[src/rtl/approx_ctrl.sv]
// Purpose: sequences the approximation datapath; optional watchdog via APPROX_CTRL_WATCHDOG_EN.
// Latency: start_i to done_o = 3 + (ALU_LAT+1)*(1+3k) cycles for k iterations; outputs registered.
// Backpressure: none; start_i is ignored while busy_o is high.
module approx_ctrl #(
    parameter int ALU_LAT = 2,
    parameter int MAX_IT  = 8
) (
    input  logic       clk,
    input  logic       rst,
    input  logic       start_i,
    input  logic       valid_i,
    output logic       busy_o,
    output logic       done_o,
    output logic       err_o,
    output logic       dp_start_o,
    output logic       check_for_termination_o,
    output logic [2:0] mode_o,
    output logic       wren_x1_o,
    output logic       wren_x1_n_o,
    output logic       wren_x1_n_mult_o,
    output logic       wren_y_o,
    output logic       wren_n_o,
    output logic       wren_sigma_n_o,
    output logic       x_to_alu_a_o,
    output logic       y_to_alu_a_o,
    output logic       x1_to_alu_a_o,
    output logic       n_to_alu_a_o,
    output logic       x1_n_to_alu_b_o,
    output logic       sigma_n_to_alu_o
);

    localparam int CW = $clog2(MAX_IT + 1);
    localparam logic [1:0] WAIT_LAST = (ALU_LAT >= 2) ? 2'(ALU_LAT - 2) : 2'd0;
`ifdef APPROX_CTRL_WATCHDOG_EN
    localparam logic [CW-1:0] MAX_IT_C = CW'(MAX_IT);
`endif

    localparam logic [2:0] MODE_PASS = 3'd0;
    localparam logic [2:0] MODE_DEC  = 3'd1;
    localparam logic [2:0] MODE_INC  = 3'd2;
    localparam logic [2:0] MODE_MUL  = 3'd3;
    localparam logic [2:0] MODE_ACC  = 3'd4;

    typedef enum logic [3:0] {
        S_IDLE,
        S_START,
        S_SETTLE,
        S_X1,
        S_POW,
        S_ACC,
        S_INC,
        S_DONE
`ifdef APPROX_CTRL_WATCHDOG_EN
        , S_ERR
`endif
    } state_t;

    typedef enum logic [1:0] {
        PH_ISSUE,
        PH_WAIT,
        PH_WB
    } phase_t;

    typedef struct packed {
        logic       busy;
        logic       done;
        logic       err;
        logic       dp_start;
        logic       check;
        logic [2:0] mode;
        logic       wren_x1;
        logic       wren_x1_n;
        logic       wren_x1_n_mult;
        logic       wren_y;
        logic       wren_n;
        logic       wren_sigma_n;
        logic       x_a;
        logic       y_a;
        logic       x1_a;
        logic       n_a;
        logic       x1_n_b;
        logic       sigma_n;
    } ctrl_t;

    state_t          state, state_nxt;
    phase_t          phase, phase_nxt;
    logic [1:0]      wcnt, wcnt_nxt;
    logic            first_it, first_nxt;
    logic [CW-1:0]   iter_cnt, iter_nxt, iter_inc;
    ctrl_t           ctrl_q;

    // Routing and mode depend only on the state; write enables only fire in WB.
    function automatic ctrl_t decode(state_t st, phase_t ph, logic first);
        ctrl_t c;
        logic  wb;
        c      = '0;
        wb     = (ph == PH_WB);
        c.busy = (st != S_IDLE);
        case (st)
            S_START: c.dp_start = 1'b1;
            S_X1: begin
                c.x_a     = 1'b1;
                c.mode    = MODE_DEC;
                c.wren_x1 = wb;
            end
            S_POW: begin
                c.x1_a = 1'b1;
                if (first) begin
                    c.mode      = MODE_PASS;
                    c.wren_x1_n = wb;
                end else begin
                    c.x1_n_b         = 1'b1;
                    c.mode           = MODE_MUL;
                    c.wren_x1_n_mult = wb;
                end
            end
            S_ACC: begin
                c.y_a     = 1'b1;
                c.x1_n_b  = 1'b1;
                c.sigma_n = 1'b1;
                c.mode    = MODE_ACC;
                c.wren_y  = wb;
            end
            S_INC: begin
                c.n_a          = 1'b1;
                c.mode         = MODE_INC;
                c.wren_n       = wb;
                c.wren_sigma_n = wb;
                c.check        = wb;
            end
            S_DONE: c.done = 1'b1;
`ifdef APPROX_CTRL_WATCHDOG_EN
            S_ERR: c.err = 1'b1;
`endif
            default: ;
        endcase
        return c;
    endfunction

    // Saturating so the counter never wraps during an unbounded run.
    assign iter_inc = (iter_cnt == '1) ? iter_cnt : iter_cnt + CW'(1);

    always_comb begin
        state_nxt = state;
        phase_nxt = phase;
        wcnt_nxt  = wcnt;
        first_nxt = first_it;
        iter_nxt  = iter_cnt;
        case (state)
            S_IDLE: begin
                if (start_i) state_nxt = S_START;
            end
            S_START: begin
                state_nxt = S_SETTLE;
                iter_nxt  = '0;
                first_nxt = 1'b1;
            end
            S_SETTLE: begin
                state_nxt = S_X1;
                phase_nxt = PH_ISSUE;
            end
            S_DONE: state_nxt = S_IDLE;
`ifdef APPROX_CTRL_WATCHDOG_EN
            S_ERR: state_nxt = S_IDLE;
`endif
            default: begin
                case (phase)
                    PH_ISSUE: begin
                        wcnt_nxt  = '0;
                        phase_nxt = (ALU_LAT == 1) ? PH_WB : PH_WAIT;
                    end
                    PH_WAIT: begin
                        if (wcnt == WAIT_LAST) phase_nxt = PH_WB;
                        else                   wcnt_nxt  = wcnt + 2'd1;
                    end
                    default: begin
                        phase_nxt = PH_ISSUE;
                        case (state)
                            S_X1:  state_nxt = S_POW;
                            S_POW: begin
                                state_nxt = S_ACC;
                                first_nxt = 1'b0;
                            end
                            S_ACC: state_nxt = S_INC;
                            default: begin
                                iter_nxt = iter_inc;
                                if (valid_i) state_nxt = S_DONE;
`ifdef APPROX_CTRL_WATCHDOG_EN
                                else if (iter_inc == MAX_IT_C) state_nxt = S_ERR;
`endif
                                else state_nxt = S_POW;
                            end
                        endcase
                    end
                endcase
            end
        endcase
    end

    // Outputs are decoded from the next state so they are registered alongside it.
    always_ff @(posedge clk) begin
        if (rst) begin
            state    <= S_IDLE;
            phase    <= PH_ISSUE;
            wcnt     <= '0;
            first_it <= 1'b0;
            iter_cnt <= '0;
            ctrl_q   <= '0;
        end else begin
            state    <= state_nxt;
            phase    <= phase_nxt;
            wcnt     <= wcnt_nxt;
            first_it <= first_nxt;
            iter_cnt <= iter_nxt;
            ctrl_q   <= decode(state_nxt, phase_nxt, first_nxt);
        end
    end

    assign busy_o                  = ctrl_q.busy;
    assign done_o                  = ctrl_q.done;
    assign err_o                   = ctrl_q.err;
    assign dp_start_o              = ctrl_q.dp_start;
    assign check_for_termination_o = ctrl_q.check;
    assign mode_o                  = ctrl_q.mode;
    assign wren_x1_o               = ctrl_q.wren_x1;
    assign wren_x1_n_o             = ctrl_q.wren_x1_n;
    assign wren_x1_n_mult_o        = ctrl_q.wren_x1_n_mult;
    assign wren_y_o                = ctrl_q.wren_y;
    assign wren_n_o                = ctrl_q.wren_n;
    assign wren_sigma_n_o          = ctrl_q.wren_sigma_n;
    assign x_to_alu_a_o            = ctrl_q.x_a;
    assign y_to_alu_a_o            = ctrl_q.y_a;
    assign x1_to_alu_a_o           = ctrl_q.x1_a;
    assign n_to_alu_a_o            = ctrl_q.n_a;
    assign x1_n_to_alu_b_o         = ctrl_q.x1_n_b;
    assign sigma_n_to_alu_o        = ctrl_q.sigma_n;

endmodule

[config.mk]
export PLATFORM = sky130hd
export DESIGN_NAME = approx_ctrl
export DESIGN_NICKNAME = d
export VERILOG_FILES = /design/src/rtl/approx_ctrl.sv
export SDC_FILE = /design/constraint.sdc
export NUM_CORES = 1
export LEC_CHECK = 0
export BUFFER_PORTS_ARGS = -buffer_cell sky130_fd_sc_hd__buf_2
export CORE_AREA = 2 2 51 53
export CTS_BUF_LIST = sky130_fd_sc_hd__clkbuf_4 sky130_fd_sc_hd__clkbuf_8
export DETAILED_ROUTE_END_ITERATION = 10
export DIE_AREA = 0 0 53 55
export PLACE_DENSITY = 0.84
export SYNTH_ARGS = -nofsm -noshare
export SYNTH_HDL_FRONTEND = slang
export SYNTH_SLANG_ARGS = --single-unit
[constraint.sdc]
create_clock -name clk -period 1.55 [get_ports clk]
set_input_delay 0.465 -clock clk [delete_from_list [all_inputs] [get_ports clk]]
set_output_delay 0.465 -clock clk [all_outputs]
set_load 0.02 [all_outputs]
==> results.yml, run 1 <==
clocking:
  cts.sinks: 25
  root_buffer: "clkbuf_4"
  clock_latency_ps: 320
  tritoncts: "built"
  ctsHoldBuffers: 0
  numCtsBuffers: 3
  path_clk_slew_ps: 130
  htree_num_levels: 1
  clock_path_buffers: 2
detailed_routing:
  drc: 0
  vias: 1119
  wl_per_cell_um: 16.06
  vias_per_cell: 5.354
  routed_wl_um: 3357
  antenna_left: 0
  drt-initial-drc-count: 21
  dr.pass1.iters: 4
placed_design:
  place.gp.congestion: 0.9409
  dp_cells: 190
  portBuffers: 22
  placed_area_um2: 1358
  dp_hpwl_um: 1869
timing:
  fin_crit_sh: 1.084
  period_needed_ps: 1680
  setup_viol_count_final: 14
  timing.fmax_ghz: 0.5953
  rsz0062_at_grt: "true"
  timing.final.ws_setup_ps: -129.7
  slew_violations: 0
  fin_skew_ps: 8.454
  finalHoldViolations: 0
  setup_tns_ps: -1223
yosys:
  syn_area_um2: 1125
  ys.flop_type: "dfxtp_1"
  ys_ff_latch: 25
  syn_nets: 133
  synth_top_area_share: 0.4449
  ys_seq_area_frac: 0.4449
  synth.avg_cell_area_um2: 8.788
  synth-async-reset-ratio: 0
  syn_inst: 128
  yosysWarnings: 0
  synth_edf_count: 0
  synth_top_cell_by_area: "dfxtp_1"
  synthTopCellsByArea: "dfxtp_1, a21oi_1, buf_4"
  synth_cell_type_count: 42
floorplanning:
  num_rows: 18
  dieHeight_um: 55
  die_x_um: 53
  start_util: 0.4757
  ios: 24
  core_area_um2: 2365
  die-area_um2: 2915
global_route:
  grt_max_degree: 15
  grt_pass1_wl_um: 4540
  grt-ovfl-total: 0
  grt_antenna_before_repair: 0
  grt_pass1_vias: 1038
  grtUsageTotal: 0.2166
power:
  ir_worst_vdd_v: 0.0005378
  leakagePower_nw: 0.7499
  switchingPower_uw: 377.2
  p_comb_frac: 0.239
  powerDensity_nw_per_um2: 737.0
  clkPwrFrac: 0.227
  p_int_uw: 893.5
  power_switching_share: 0.2968
  share_seq_of_total_power: 0.534
layout:
  regArea_um2: 514.2
  antenna_cells: 0
  final_common_cell: "buf_4"
  fin_nets: 185
  finish.utilization: 0.7291
  fill_cells: 179
  design_area_um2: 1724
  drive_gt1_frac: 0.5642
  final_cell_mix: "buf_4, buf_2, dfxtp_1"
  layout.cells.non_filler: 209
  area.growth.synth_to_final_pct: 53.28
  multi_input_area_um2: 711.9
outcome:
  status: "complete, but fails checks"
  failed_checks: "setup timing"
worst_setup_path:
  required_ps: 1800
  cp-end-kind: "flop"
  ff2ff_path_depth: 7
  start_kind: "flop"
  path_max_fanout: 6
  arrival_ps: 1930
  path_class: "reg2reg"
  reg2reg_slack_ps: -130
min_path:
  hp-class: "in2reg"
  whs_path_depth: 2
flow_run:
  drv_cap: 0
## Yosys cell counts (all sizes together) (2+ instances only)
cell type and instances:
dfxtp 25, a21oi 15, buf 10, nand2 10
nor2 10, nor3 7, inv 6, nand2b 5
nand3 3, o21ai 3, or2 3, or2b 3
and2 2, nand4 2, nand4b 2, nor2b 2
nor4 2, or3 2
## worst paths after layout
kind | startpoint | to
setup / recovery | state[2]$_SDFF_PP0_ | mode_o[0]$_SDFF_PP0_
hold / removal | rst | state[1]$_SDFF_PP0_
setup reg to reg | state[2]$_SDFF_PP0_ | mode_o[0]$_SDFF_PP0_
hold reg to reg | wcnt[0]$_SDFFE_PP0P_ | wcnt[0]$_SDFFE_PP0P_
## kinds of logic after synthesis
family	count (synthesis)	share of synthesized area
compound gates	29	0.1735
fa+ha+maj	1	0.01112
buf+inv	17	0.08454
flops	25	0.4449
other cells	1	0.003334
simple gates	55	0.2825
## area by class of cell
type,count,share of cell area
multi-input cells,86,0.4129
clock buffers,3,0.01306
well taps,30,0.02177
flip-flops and latches,25,0.2983
repair buffers,58,0.2380
inverters,6,0.01306
clock inverters,1,0.002903
## flip-flops by register name, indices dropped and copies added, names as in the netlist, 2 cells and up
register	count
wcnt	2
state	4
phase	2
mode_o	3
## metrics by stage
step / power, mW / hold slack, ps / setup WS, ps
4_1_cts: 1.185 / 380.4 / -66.19
2_1_floorplan: 0.8084 / 431.9 / -10.57
3_5_place_dp: 0.8789 / 447.7 / -200.5
5_1_grt: 1.315 / 393.9 / -212.3
3_3_place_gp: 0.8725 / 441.6 / -114.6
6_report: 1.271 / 391.8 / -129.7
## worst max-delay path, stage by stage (launching register included)
cell,delay [ps]
dfxtp_4,410
buf_6,100
or2b_1,230
o21ai_2,160
nor4_4,60
buf_4,160
or3_4,380
o21ai_1,100
## repair_timing
| item | 4_1_cts | 5_1_grt |
|---|---|---|
| buffers inserted | 8 | 7 |
| pin swaps | 9 | 11 |
| gates resized for setup | 31 | 25 |
| hold endpoints to repair | 0 | 0 |
| setup endpoints to repair | 16 | 19 |
## metal layers
metal	GRT usage	vias up	share of wire
met5	0	-	0
met4	0.07265	0	0.016
met3	0.03495	9	0.038
met2	0.4375	37	0.58
met1	0.2259	533	0.37
li1	-	540	-
## power by group through the flow
| stage | Combinational, mW | Sequential [mW] | Clock, mW |
|---|---|---|---|
| after floorplan | 0.112 | 0.697 | 0 |
| after global placement | 0.180 | 0.692 | 0 |
| after detailed placement | 0.186 | 0.693 | 0 |
| after CTS | 0.223 | 0.678 | 0.284 |
| after global routing | 0.322 | 0.682 | 0.311 |
| final | 0.304 | 0.679 | 0.288 |
(Power assumes the default switching activity.)
==> inputs of run 2 (changes only) <==
==> constraint.sdc (replaced) <==
create_clock -name clk -period 1.55 [get_ports clk]
set_input_delay 0.31 -clock clk [delete_from_list [all_inputs] [get_ports clk]]
set_output_delay 0.31 -clock clk [all_outputs]
set_load 0.02 [all_outputs]
==> run 2 against run 1 <==
The flow still finishes with violations (setup timing). Critical path type unchanged. Sequential cell count stayed put. Critical endpoint is now wren_x1_n_o$_SDFF_PP0_. Fmax is 0.77% higher. Design area is 4.1% lower. Sequential power hardly changed. Clock skew is 1.6 ps lower. Worst setup slack better by 13 ps. Via count hardly changed.
==> results.yml, run 2 (synthesis gave the netlist of run 1 again) <==
outcome:
  status: "complete, but fails checks"
  failed_checks: "setup timing"
worst_setup_path:
  cp-end-kind: "flop"
  required_ps: 1780
  path_class: "reg2reg"
  crit_chain: "buf_6, or2b_1, a21oi_2, a221o_2, nand3_4, nor4_2"
  path_buf_inv: 1
  cp_top_family: "simple AND/OR/NAND/NOR gates"
  cp_slowest_cell: "dfxtp_4"
  cpPeakStageDelay_ps: 420
  path_max_fanout: 7
  arrival_ps: 1900
  start_kind: "flop"
global_route:
  grt_max_degree: 19
  grt-ovfl-total: 0
  grt_pass1_vias: 1001
  grtUsageTotal: 0.2122
  grt_pass1_wl_um: 4388
  grt_antenna_before_repair: 0
power:
  ir_worst_vdd_v: 0.0004971
  finalPower_mw: 1.247
  powerDensity_nw_per_um2: 754.5
  leakagePower_nw: 0.7074
layout:
  largest_reg_flops: 4
  regArea_um2: 516.7
  area.growth.synth_to_final_pct: 46.94
  drive_gt1_frac: 0.5402
  multi_input_area_um2: 686.9
  fill_cells: 177
  design_area_um2: 1653
  final_cell_mix: "buf_4, buf_2, dfxtp_1"
  antenna_cells: 0
  fin_nets: 180
  final_common_cell: "buf_4"
  finish.utilization: 0.6989
  registers.top_by_ff_count: "state"
detailed_routing:
  wl_per_cell_um: 14.93
  vias: 1120
  routed_wl_um: 3045
  antenna_left: 0
  drc: 0
  dr.pass1.iters: 4
  vias_per_cell: 5.490
  drt-initial-drc-count: 27
clocking:
  numCtsBuffers: 3
  htree_num_levels: 1
  clock_path_buffers: 2
  tritoncts: "built"
  root_buffer: "clkbuf_4"
  ctsHoldBuffers: 0
  clock_latency_ps: 320
  path_clk_slew_ps: 140
  cts.sinks: 25
timing:
  finalHoldViolations: 0
  slew_violations: 0
  fin_skew_ps: 6.873
  timing.fmax_ghz: 0.5999
  rsz0062_at_grt: "true"
  fin_crit_sh: 1.075
  timing.final.ws_setup_ps: -116.8
  setup_viol_count_final: 12
  period_needed_ps: 1667
  hold_slack_ps: 360.9
placed_design:
  dp_hpwl_um: 1894
  place.gp.congestion: 0.9761
  portBuffers: 22
  placed_area_um2: 1350
floorplanning:
  dieHeight_um: 55
  die_x_um: 53
  num_rows: 18
  die-area_um2: 2915
  ios: 24
  start_util: 0.4757
  core_area_um2: 2365
min_path:
  hp-class: "in2reg"
flow_run:
  drv_cap: 0
run 2: cell count changes in the layout (fill, tap and decap cells not counted), moves of 2 or more:
cell / delta
buf_4: -3
nor2_4: -2
nor2_1: +3
a21oi_2: -3
buf_6: -3
a21oi_1: +2
run 2: metrics by stage:
stage,std cells,worst slack [ps],TNS (ps)
6_report,204,-116.8,-591.9
2_1_floorplan,128,7.498,0
5_1_grt,204,-204.4,-1135
3_5_place_dp,189,-191.6,-2194
3_3_place_gp,189,-143.1,-1273
4_1_cts,198,-56.51,-293.3
run 2: final cells by class:
cell class	count	area share
inverters	6	0.01363
clock buffers	3	0.01363
repair buffers	53	0.2173
flip-flops and latches	25	0.3126
clock inverters	1	0.004542
well taps	30	0.02271
multi-input cells	86	0.4156
run 2: where the power goes:
part	switching (mW)	internal, mW	total, mW
Clock	0.197	0.0987	0.295
Sequential	0.0204	0.659	0.679
Combinational	0.149	0.123	0.272
Total	0.367	0.881	1.25
run 2: what timing repair did:
| item | CTS | global route |
|---|---|---|
| pin swaps | 9 | 3 |
| gates resized for setup | 35 | 20 |
| endpoints found under the hold margin | 0 | 0 |
| cloned | 0 | 0 |
| endpoints found under the setup margin | 20 | 20 |
| setup buffers | 5 | 6 |
run 2: worst reg2reg max path, stage by stage, from the launching register on:
cell     delay [ps]
dfxtp_4         420
buf_6           120
or2b_1          240
a21oi_2         150
a221o_2         270
nand3_4         140
nor4_2          240
run 2: final timing paths:
check                                           from                      to  slack (ps)  cells past startpoint
worst max-delay path             state[2]$_SDFF_PP0_  wren_x1_n_o$_SDFF_PP0_        -120                      6
worst min-delay path                             rst       busy_o$_SDFF_PP0_         360                      2
worst max register to register   state[2]$_SDFF_PP0_  wren_x1_n_o$_SDFF_PP0_        -120                      6
worst min register to register  wcnt[1]$_SDFFE_PP0P_    wcnt[1]$_SDFFE_PP0P_         480                      2
run 2: metal layers:
metal / GRT usage / part of all wire
met1: 0.2267 / 0.40
met2: 0.3979 / 0.53
met3: 0.04301 / 0.057
met4: 0.1068 / 0.012
met5: 0 / 0
